[config.mk]
export PLATFORM = sky130hd
export DESIGN_NAME = phase_sel
export DESIGN_NICKNAME = d
export VERILOG_FILES = /design/src/rtl/phase_sel.sv
export SDC_FILE = /design/constraint.sdc
export NUM_CORES = 1
export LEC_CHECK = 0
export ABC_AREA = 1
export CAP_MARGIN = 30
export CORE_MARGIN = 8
export CORE_UTILIZATION = 40
export DETAILED_ROUTE_END_ITERATION = 10
export GPL_TIMING_DRIVEN = 0
export PLACE_DENSITY = 0.68
export SYNTH_ARGS = -nofsm -noshare
export SYNTH_HDL_FRONTEND = slang
export SYNTH_SLANG_ARGS = --single-unit
[constraint.sdc]
create_clock -name clk -period 5.4 [get_ports clk]
set_input_delay 1.62 -clock clk [delete_from_list [all_inputs] [get_ports clk]]
set_output_delay 1.62 -clock clk [all_outputs]
set_load 0.02 [all_outputs]
[src/rtl/phase_sel.sv]
// Oversampled clock/data recovery phase selector: finds the data edge in each
// UI and steers the 8:1 data mux select toward the eye centre with vote filtering.
//
// state    | meaning
// ACQUIRE  | waiting for the first usable edge to seed select
// TRACK    | voting early/late errors, stepping select, tracking lock
module phase_sel #(
  parameter int VOTE_LIMIT = 4,
  parameter int LOCK_COUNT = 8
) (
  input  logic       clk,
  input  logic       rst,
  input  logic       valid,
  input  logic [7:0] samples,
  output logic [2:0] select,
  output logic       locked,
  output logic       state
);

  localparam logic [0:0] ST_ACQUIRE = 1'b0;
  localparam logic [0:0] ST_TRACK   = 1'b1;

  localparam logic signed [4:0] VL_POS = 5'(VOTE_LIMIT);
  localparam logic signed [4:0] VL_NEG = -VL_POS;
  localparam logic [7:0]        LC     = 8'(LOCK_COUNT);

  logic              prev;
  logic              prev_valid;
  logic [7:0]        edges;
  logic              usable;
  logic [2:0]        e_pos;
  logic [2:0]        err;
  logic              err_pos;
  logic              err_neg;
  logic signed [4:0] vote;
  logic signed [4:0] vote_upd;
  logic [7:0]        lock_rem;
  logic              step_up;
  logic              step_dn;

  always_comb begin
    edges[0]   = prev_valid & (samples[0] ^ prev);
    edges[7:1] = samples[7:1] ^ samples[6:0];
    usable     = valid && $onehot(edges);
    e_pos      = 3'd0;
    for (int i = 0; i < 8; i++) begin
      if (edges[i]) e_pos = 3'(i);
    end
  end

  // err wraps mod 8 and reads as signed: 1..3 late, 5..7 early, 4 ambiguous
  always_comb begin
    err      = e_pos - (select + 3'd4);
    err_pos  = (err != 3'd0) && !err[2];
    err_neg  = err[2] && (err[1:0] != 2'd0);
    vote_upd = vote;
    if (err_pos)      vote_upd = vote + 5'sd1;
    else if (err_neg) vote_upd = vote - 5'sd1;
    step_up  = (vote_upd == VL_POS);
    step_dn  = (vote_upd == VL_NEG);
  end

  // lock_rem counts remaining zero-error edges down to a terminal count of 0
  always_ff @(posedge clk or posedge rst) begin
    if (rst) begin
      select     <= 3'd0;
      locked     <= 1'b0;
      state      <= ST_ACQUIRE;
      vote       <= 5'sd0;
      lock_rem   <= LC;
      prev       <= 1'b0;
      prev_valid <= 1'b0;
    end else if (valid) begin
      prev       <= samples[7];
      prev_valid <= 1'b1;
      if (usable) begin
        if (state == ST_ACQUIRE) begin
          select   <= e_pos + 3'd4;
          state    <= ST_TRACK;
          vote     <= 5'sd0;
          lock_rem <= LC;
          locked   <= 1'b0;
        end else if (step_up || step_dn) begin
          select   <= step_up ? select + 3'd1 : select - 3'd1;
          vote     <= 5'sd0;
          lock_rem <= LC;
          locked   <= 1'b0;
        end else begin
          vote <= vote_upd;
          if (err == 3'd0) begin
            if (lock_rem != 8'd0) lock_rem <= lock_rem - 8'd1;
            locked <= (lock_rem <= 8'd1);
          end else begin
            lock_rem <= LC;
            locked   <= 1'b0;
          end
        end
      end
    end
  end

endmodule

==> results of run 1 <==
## area by class of cell
type	instances	share of cell area [%]
Multi-Input combinational cell	203	55.8
Buffer	3	1.06
Clock buffer	3	1.85
Inverter	40	6.72
Clock inverter	1	1.34
Sequential cell	20	22.5
Tap cell	54	3.03
Timing Repair Buffer	17	7.73
## final timing paths
| kind | to | slack [ns] | cells after the start |
|---|---|---|---|
| setup / recovery | lock_rem[7] | 0.27 | 18 |
| max in group asynchronous | vote[2] | 3.13 | 2 |
| setup reg to reg | lock_rem[7] | 1.53 | 17 |
| hold reg to reg | prev_valid | 0.47 | 1 |
| hold / removal | prev_valid | 0.47 | 1 |
| min in group asynchronous | lock_rem[4] | 1.78 | 2 |
## sequential cells by signal, indices dropped and copies added, names as in the netlist
name	cells
lock_rem	8
vote	5
state	1
locked	1
prev_valid	1
select	3
prev	1
## worst max-delay path: cells and delay by family
kind	cells	cell delay (ns)
buffers and inverters	4	0.64
adders and majority gates	5	2.11
and+or+nand+nor	8	0.72
AOI/OAI and AO/OA	1	0.24
## power by group through the flow
stage                     sequential (mW)  clock (mW)  combinational (mW)
after floorplan                     0.280           0               0.689
after global placement              0.277           0               0.852
after detailed placement            0.279           0               0.870
after CTS                           0.276       0.153               0.882
after global routing                0.284       0.159                1.00
final                               0.277       0.150               0.880
## per-stage QoR
stage	area, um^2	std cells	utilization, %
3_3_place_gp	2120	335	45.4
6_report	2230	341	47.9
2_1_floorplan	1900	266	-
3_5_place_dp	2120	335	45.4
4_1_cts	2220	340	47.5
5_1_grt	2230	341	47.9
## Yosys cell counts (2+ instances only)
library cell / n
sky130_fd_sc_hd__a21oi_1: 7
sky130_fd_sc_hd__dfrtp_1: 19
sky130_fd_sc_hd__fa_1: 5
sky130_fd_sc_hd__ha_1: 10
sky130_fd_sc_hd__inv_1: 37
sky130_fd_sc_hd__inv_2: 3
sky130_fd_sc_hd__nand2_1: 74
sky130_fd_sc_hd__nand2_2: 9
sky130_fd_sc_hd__nand2_4: 4
sky130_fd_sc_hd__nand3_1: 19
sky130_fd_sc_hd__nand3_2: 8
sky130_fd_sc_hd__nand4_1: 6
sky130_fd_sc_hd__nor2_1: 19
sky130_fd_sc_hd__nor2_2: 4
sky130_fd_sc_hd__nor2_4: 2
sky130_fd_sc_hd__nor3_1: 3
sky130_fd_sc_hd__o211ai_1: 2
sky130_fd_sc_hd__o21ai_0: 10
sky130_fd_sc_hd__or2_2: 2
sky130_fd_sc_hd__xnor2_1: 4
sky130_fd_sc_hd__xor2_1: 10
## timing repair
item                       CTS  global route
setup endpoints to repair   14            14
gates resized for setup      8             6
setup buffers                1             1
pin swaps                    3             2
## routing by layer
| metal | wire length (um) | GRT usage [%] |
|---|---|---|
| met5 | 0 | 0 |
| met4 | 27 | 3.56 |
| met3 | 114 | 1.93 |
| met2 | 1860 | 20.5 |
| met1 | 1910 | 13.2 |
## cell families after synthesis
group,after synthesis
fa+ha+maj,15
compound gates,24
xor+xnor,14
buf+inv,43
simple gates,150
flops,20
==> impl_summary.log, run 1 <==
INFO  metric power_frac_comb = 67.4%
INFO  metric num_vias = between 1500 and 2000
INFO  metric dominantRegCellSynth = sky130_fd_sc_hd__dfrtp_1
INFO  metric maxSlewViolCount = 0
INFO  metric firstDrtPassIters = 4
INFO  metric max-vdd-ir-drop = around 320 uV
INFO  metric first_pass_grt_wire_length = around 6900 um
INFO  metric wl_per_cell = 11.5 um
INFO  metric synthSimpleGateAreaFrac = between 30% and 40%
INFO  metric ys_top_cells_by_area = sky130_fd_sc_hd__dfrtp_1, sky130_fd_sc_hd__nand2_1, sky130_fd_sc_hd__inv_1, sky130_fd_sc_hd__ha_1, sky130_fd_sc_hd__fa_1
INFO  metric synth-compound-area-share = under 10%
INFO  metric setup_slack = between 0.2 and 0.3 ns
INFO  metric clk-insertion-delay-late = between 0.2 and 0.3 ns
INFO  metric hold_path_startpoint = prev_valid
INFO  metric cts_sinks = 20
INFO  metric power-per-cell-area = around 580 mW/mm^2
INFO  metric coreArea = 0.00466 mm^2
INFO  metric synth_sequential_area_ratio = a little over a quarter
INFO  metric p_switching = roughly 0.66 mW
INFO  metric syn_area = 0.00190 mm^2
INFO  metric xor_xnor_portion_of_the_synthesized_cell_area = roughly 6.5%
INFO  metric most-common-layout-cells = sky130_fd_sc_hd__nand2_1, sky130_fd_sc_hd__inv_1, sky130_fd_sc_hd__nand3_1, sky130_fd_sc_hd__nor2_1, sky130_fd_sc_hd__dfrtp_1
INFO  metric commonest_non_fill_non_tap_cell_in_the_layout = sky130_fd_sc_hd__nand2_1
INFO  metric placement_rows = 25
INFO  metric number_of_buffers_between_clock_root_and_the_deepest_sink = 2
INFO  metric pwr-share-clk = between 10% and 20%
INFO  metric synth-async-reset-ratio = 100%
INFO  metric die_area = ~0.0072 mm^2
INFO  metric setup_violations = 0
INFO  metric drt_wl_total = about 4000 um
INFO  metric power.share.switching = around 50%
INFO  metric worstPathCellList = dlygate4sd2_1, nor2_1, nor2_1, fa_1, fa_1, fa_1, ha_1, inv_1, fa_1, a211o_1, nand2_1, nand2_2, inv_2, nand2_1, buf_4, nor2_1, nand3_1, nand2_1
INFO  metric finish.net_count = about 310
INFO  metric yosys-mux-area-fraction = 0%
INFO  metric critPathMaxStageDelay = between 0.5 and 0.6 ns
INFO  metric combinational_family_with_the_most_area_after_synthesis = simple AND/OR/NAND/NOR gates
INFO  metric timing.critical_path.slowest_stage_cell = sky130_fd_sc_hd__fa_1
INFO  metric detail_route.drc_violations = 0
INFO  metric place.gp.congestion = 0.840
INFO  metric seq_power_share = between 20% and 30%
INFO  metric post_synth_fa_ha_maj_area_fraction = around an eighth
INFO  metric grt_start_max_net_pins = 21
INFO  metric synth_enable_flop_cells = 0
INFO  metric crit_top_cell = sky130_fd_sc_hd__fa_1
INFO  metric cts.root.buffer_cell = sky130_fd_sc_hd__clkbuf_8
INFO  metric mean_number_of_vias_per_cell = 4.82
INFO  metric clk_pin_slew = roughly 0.080 ns
INFO  metric layout_worst_path_cycle_share = a little over nine tenths
INFO  metric hold_ws = around 0.47 ns
INFO  metric design_power_total = 1.31 mW
INFO  metric cp.required = roughly 5.6 ns
INFO  metric floorplan.die.width = approximately 85 um
INFO  metric detailedPlacementHpwl = about 3100 um
INFO  metric htree_levels = 1
INFO  metric total_routing_usage_gr = 11.4%
INFO  metric initial_utilization = ~41%
INFO  metric hold_buffers = 0
INFO  metric cellLeakagePower = about 1.2 nW
INFO  metric synthToLayoutAreaGrowth = 17.5%
INFO  metric number_of_antenna_violations_at_the_first_check_in_global_routing = 0
INFO  metric run_status = finished clean
INFO  metric die_h = around 85 um
INFO  metric ant_nets = 0
INFO  metric dp_slack = -0.587 ns
INFO  metric timing.critical_path.from = samples[0]
INFO  metric place.port_buffers = 15
INFO  metric synth.distinct_cells = 30
INFO  metric io-pin-count = 16
INFO  metric cts_tree = done
INFO  metric syn_area_per_cell = 7.15 um^2
INFO  metric hold_viol = 0
INFO  metric setup.worst_path.end_class = flop
INFO  metric area.sequential = 502 um^2
INFO  metric tritoncts.num_buffers = 3
INFO  metric worst-path-max-fanout = 10
INFO  metric grt_setup_unrepaired = no
INFO  metric cellInternalPower = 0.648 mW
INFO  metric yosysWarnings = 0
INFO  metric max_cap_viol_count = 0
INFO  metric final.fill_count = ~470
INFO  metric cp-start-kind = input pin
INFO  metric maxSlewHeadroom = between 40% and 50%
INFO  metric timing.setup.tns = 0 ns
INFO  metric grt_pass1_vias = between 1500 and 2000
INFO  metric final_period_minus_worst_setup_slack = 5.13 ns
INFO  metric crit_arrival = approximately 5.3 ns
INFO  metric initial_detailed_routing_violation_count = 60
INFO  metric regToRegStartpoint = prev
INFO  metric hold_path_class = flop to flop
INFO  metric synth_largest_type_area_fraction = 25.0%
INFO  metric synthCells = ~270
INFO  metric fmaxAchievable = approximately 0.19 GHz
INFO  metric syn_nets = about 300
INFO  metric synthesized_flop_and_latch_total = 20
INFO  metric gr-total-overflow = 0
INFO  metric drive_above_1_share = approximately 17%
INFO  metric skew = 0.0117 ns
INFO  metric antenna_cells_inserted = 0
INFO  metric worst_margin_pin_slew = about 0.76 ns
INFO  metric critical_path_type = input pin to flop
INFO  metric post-synth-top-area-cell = sky130_fd_sc_hd__dfrtp_1
INFO  metric multiInputGateArea = 0.00125 mm^2
Power figures use the tool's default switching activity.
==> inputs of run 2 (changes only) <==
--- a/config.mk
+++ b/config.mk
@@ -7,11 +7,12 @@
 export LEC_CHECK = 0
 export ABC_AREA = 1
 export CAP_MARGIN = 30
-export CORE_MARGIN = 8
+export CORE_MARGIN = 10
 export CORE_UTILIZATION = 40
 export DETAILED_ROUTE_END_ITERATION = 10
 export GPL_TIMING_DRIVEN = 0
 export PLACE_DENSITY = 0.68
+export SETUP_SLACK_MARGIN = 0.05
 export SYNTH_ARGS = -nofsm -noshare
 export SYNTH_HDL_FRONTEND = slang
 export SYNTH_SLANG_ARGS = --single-unit
==> run 2 against run 1 <==
  * Clock power decreased by 23%
  * Routed wire length is 1.1% lower
  * Design area is 0.34% higher
  * Core utilization is 0.16 points higher
  * Clock-buffer cell count up 1
  * First-iteration DRC count decreased by 10%
  * Die area grew 9.6%
  * Sequential share of layout area decreased by 0.075 points
  * Global-route usage decreased by 0.57 points
  * Flip-flop and latch count stayed put
  * Register-to-register slack gained 0.06 ns
  * Combinational power rose by 1%
==> impl_summary.log, run 2 (synthesis results as in run 1) <==
INFO  metric ant_nets = 0 (unchanged)
INFO  metric place.gp.congestion = 0.857 (+2.1%)
INFO  metric first_pass_grt_wire_length = 7020 um (+1.8%)
INFO  metric detail_route.drc_violations = 0 (unchanged)
INFO  metric layout_worst_path_cycle_share = 93.9% (-1.1 points)
INFO  metric power.share.switching = 51.3% (+0.92 points)
INFO  metric largest_register_ff_count = 8 (unchanged)
INFO  metric finish.cell_count_without_fillers = 342 (+0.29%)
INFO  metric firstDrtPassIters = 4 (unchanged)
INFO  metric clk_pin_slew = 0.08 ns (about the same)
INFO  metric htree_levels = 1 (unchanged)
INFO  metric cellLeakagePower = 1.18 nW (-0.80%)
INFO  metric finish.net_count = 315 (+0.32%)
INFO  metric clk-insertion-delay-late = 0.26 ns (about the same)
INFO  metric design_power_total = 1.28 mW (-1.9%)
INFO  metric reg2reg_setup_slack = 1.59 ns (+0.06 ns)
INFO  metric met1_length = 1810 um (-4.9%)
INFO  metric grt_pass1_vias = 1586 (-2.0%)
INFO  metric largest-register = lock_rem
INFO  metric worst_margin_pin_slew = 0.776 ns (+0.0175 ns)
INFO  metric maxSlewViolCount = 0 (unchanged)
INFO  metric hold_path_startpoint = prev_valid
INFO  metric max_cap_viol_count = 0 (unchanged)
INFO  metric regToRegStartpoint = prev
INFO  metric top_layer_used = met4
INFO  metric fmaxAchievable = 0.197 GHz (+1.2%)
INFO  metric floorplan.die.width = 88.9 um (+4.7%)
INFO  metric cts.root.buffer_cell = sky130_fd_sc_hd__clkbuf_8
INFO  metric pwr-share-clk = 9.0% (-2.5 points)
INFO  metric min_delay_path_depth = 1 (unchanged)
INFO  metric grt_setup_unrepaired = no
INFO  metric seq_power_share = 21.6% (+0.4 points)
INFO  metric tritoncts.num_buffers = 3 (unchanged)
INFO  metric run_status = finished clean
INFO  metric power_frac_comb = 69.4% (+2.0 points)
INFO  metric p_switching = 0.658 mW (about the same)
INFO  metric layout_top_registers = lock_rem (8), vote (5), select (3)
INFO  metric commonest_non_fill_non_tap_cell_in_the_layout = sky130_fd_sc_hd__nand2_1
INFO  metric setup_violations = 0 (unchanged)
INFO  metric hold_viol = 0 (unchanged)
INFO  metric grt_start_max_net_pins = 21 (unchanged)
INFO  metric timing.setup.tns = 0 ns (unchanged)
INFO  metric place.port_buffers = 15 (unchanged)
INFO  metric cts_tree = done
INFO  metric die_h = 88.9 um (+4.7%)
INFO  metric hold_ws = 0.466 ns (-0.00586 ns)
INFO  metric placement_rows = 25 (unchanged)
INFO  metric crit_arrival = 5.26 ns (-0.06 ns)
INFO  metric die_area = 0.00791 mm^2 (+9.6%)
INFO  metric initial_detailed_routing_violation_count = 54 (-10%)
INFO  metric cp-start-kind = input pin
INFO  metric antenna_cells_inserted = 0 (unchanged)
INFO  metric cellInternalPower = 0.624 mW (-3.7%)
INFO  metric cts_sinks = 20 (unchanged)
INFO  metric synthToLayoutAreaGrowth = 17.9%
INFO  metric number_of_buffers_between_clock_root_and_the_deepest_sink = 2 (unchanged)
INFO  metric number_of_antenna_violations_at_the_first_check_in_global_routing = 0 (unchanged)
INFO  metric final_period_minus_worst_setup_slack = 5.07 ns (-0.0591 ns)
INFO  metric fin_util = 48.1% (+0.16 points)
INFO  metric detailedPlacementHpwl = 3120 um (-0.44%)
INFO  metric worst-path-max-fanout = 10 (unchanged)
INFO  metric maxSlewHeadroom = 48.2% (-1.2 points)
INFO  metric max-vdd-ir-drop = 218 uV (-33%)
INFO  metric total_routing_usage_gr = 10.8% (-0.57 points)
INFO  metric dr_wl_met3 = 140 um (+23%)
INFO  metric drt_wl_total = 3860 um (-1.1%)
INFO  metric setup.worst_path.end_class = flop
INFO  metric critical_path.reg2reg.endpoint = lock_rem[3]
INFO  metric hold-path-endpoint = prev_valid
INFO  metric drive_above_1_share = 18.4% (+1.7 points)
INFO  metric initial_utilization = 40.8% (unchanged)
INFO  metric rr_worst_depth = 16 (-1)
INFO  metric wl_per_cell = 11.3 um (-1.4%)
INFO  metric coreArea = 0.00466 mm^2 (unchanged)
INFO  metric wl_met2 = 1870 um (+0.92%)
INFO  metric power-per-cell-area = 572 mW/mm^2 (-2.2%)
INFO  metric skew = 0.00372 ns (-0.00802 ns)
INFO  metric mean_number_of_vias_per_cell = 4.86 (+0.92%)
INFO  metric num_vias = 1663 (+1.2%)
INFO  metric most-common-layout-cells = sky130_fd_sc_hd__nand2_1, sky130_fd_sc_hd__inv_1, sky130_fd_sc_hd__nand3_1, sky130_fd_sc_hd__dfrtp_1, sky130_fd_sc_hd__nor2_1
INFO  metric gr-total-overflow = 0 (unchanged)
INFO  metric io-pin-count = 16 (unchanged)
INFO  metric critical_path_type = input pin to flop
INFO  metric cp.required = 5.58 ns (about the same)
INFO  metric hold_path_class = flop to flop
INFO  metric dp_cells = 335 (unchanged)
run 2: changes by cell type in the layout (fill, tap and decap cells not counted), sizes merged:
cell / before / now
buf: 4 / 5
dlymetal6s2s: 4 / 3
clkdlybuf4s15: 0 / 1
clkbuf: 4 / 5
bufinv: 1 / 0
run 2: power groups by stage:
stage,clock [mW],combinational [mW],sequential (mW)
4_1_cts,0.121,0.877,0.276
3_3_place_gp,0,0.853,0.277
3_5_place_dp,0,0.865,0.279
5_1_grt,0.126,1.03,0.288
6_report,0.116,0.889,0.277
2_1_floorplan,0,0.689,0.280
run 2: repair_timing:
action	4_1_cts	5_1_grt
gates resized for setup	9	10
pin swaps	2	3
setup endpoints to repair	14	14
hold buffers	0	0
setup buffers	2	1
run 2: worst max path at each step:
stage / cells after the start / start / endpoint / slack, ns
after floorplan: 15 / samples[2] / lock_rem[3] / 0.34
after global placement: 14 / samples[3] / vote[2] / -0.54
after detailed placement: 15 / samples[3] / vote[2] / -0.57
after CTS: 17 / samples[1] / lock_rem[7] / 0.06
after global routing: 18 / samples[0] / lock_rem[7] / 0.07
final: 17 / samples[0] / lock_rem[3] / 0.33
run 2: worst max-delay path: stages:
cell                            delay (ns)
sky130_fd_sc_hd__dlygate4sd2_1        0.27
sky130_fd_sc_hd__nor2_1               0.14
sky130_fd_sc_hd__nor2_2               0.06
sky130_fd_sc_hd__fa_1                 0.55
sky130_fd_sc_hd__fa_1                 0.44
sky130_fd_sc_hd__fa_1                 0.56
sky130_fd_sc_hd__ha_2                 0.19
sky130_fd_sc_hd__inv_1                0.05
sky130_fd_sc_hd__fa_1                 0.38
sky130_fd_sc_hd__a211o_1              0.24
sky130_fd_sc_hd__nand2_1              0.07
sky130_fd_sc_hd__nand2_2              0.10
sky130_fd_sc_hd__inv_2                0.08
sky130_fd_sc_hd__nand2_1              0.07
sky130_fd_sc_hd__buf_6                0.16
sky130_fd_sc_hd__o21ai_0              0.15
sky130_fd_sc_hd__o211ai_1             0.11
run 2: per-stage QoR:
step / instance area (um^2) / worst slack (ns)
after floorplan: 1900 / 0.337
after global placement: 2120 / -0.541
after detailed placement: 2120 / -0.572
after CTS: 2210 / 0.0554
after global routing: 2240 / 0.0694
final: 2240 / 0.327
run 2: cell type report:
| cell class | instances | area, um^2 |
|---|---|---|
| Clock buffer | 4 | 55.1 |
| Sequential cell | 20 | 502 |
| Multi-Input combinational cell | 203 | 1260 |
| Inverter | 40 | 150 |
| Fill cell | 464 | 2420 |
| Buffer | 3 | 27.5 |
| Timing Repair Buffer | 18 | 178 |
| Tap cell | 54 | 67.6 |
run 2: per-layer routing:
layer / global-route usage, % / up-vias
met5: 0 / -
met4: 3.03 / 0
met3: 1.64 / 4
met2: 18.4 / 20
met1: 13.8 / 753
li1: - / 886
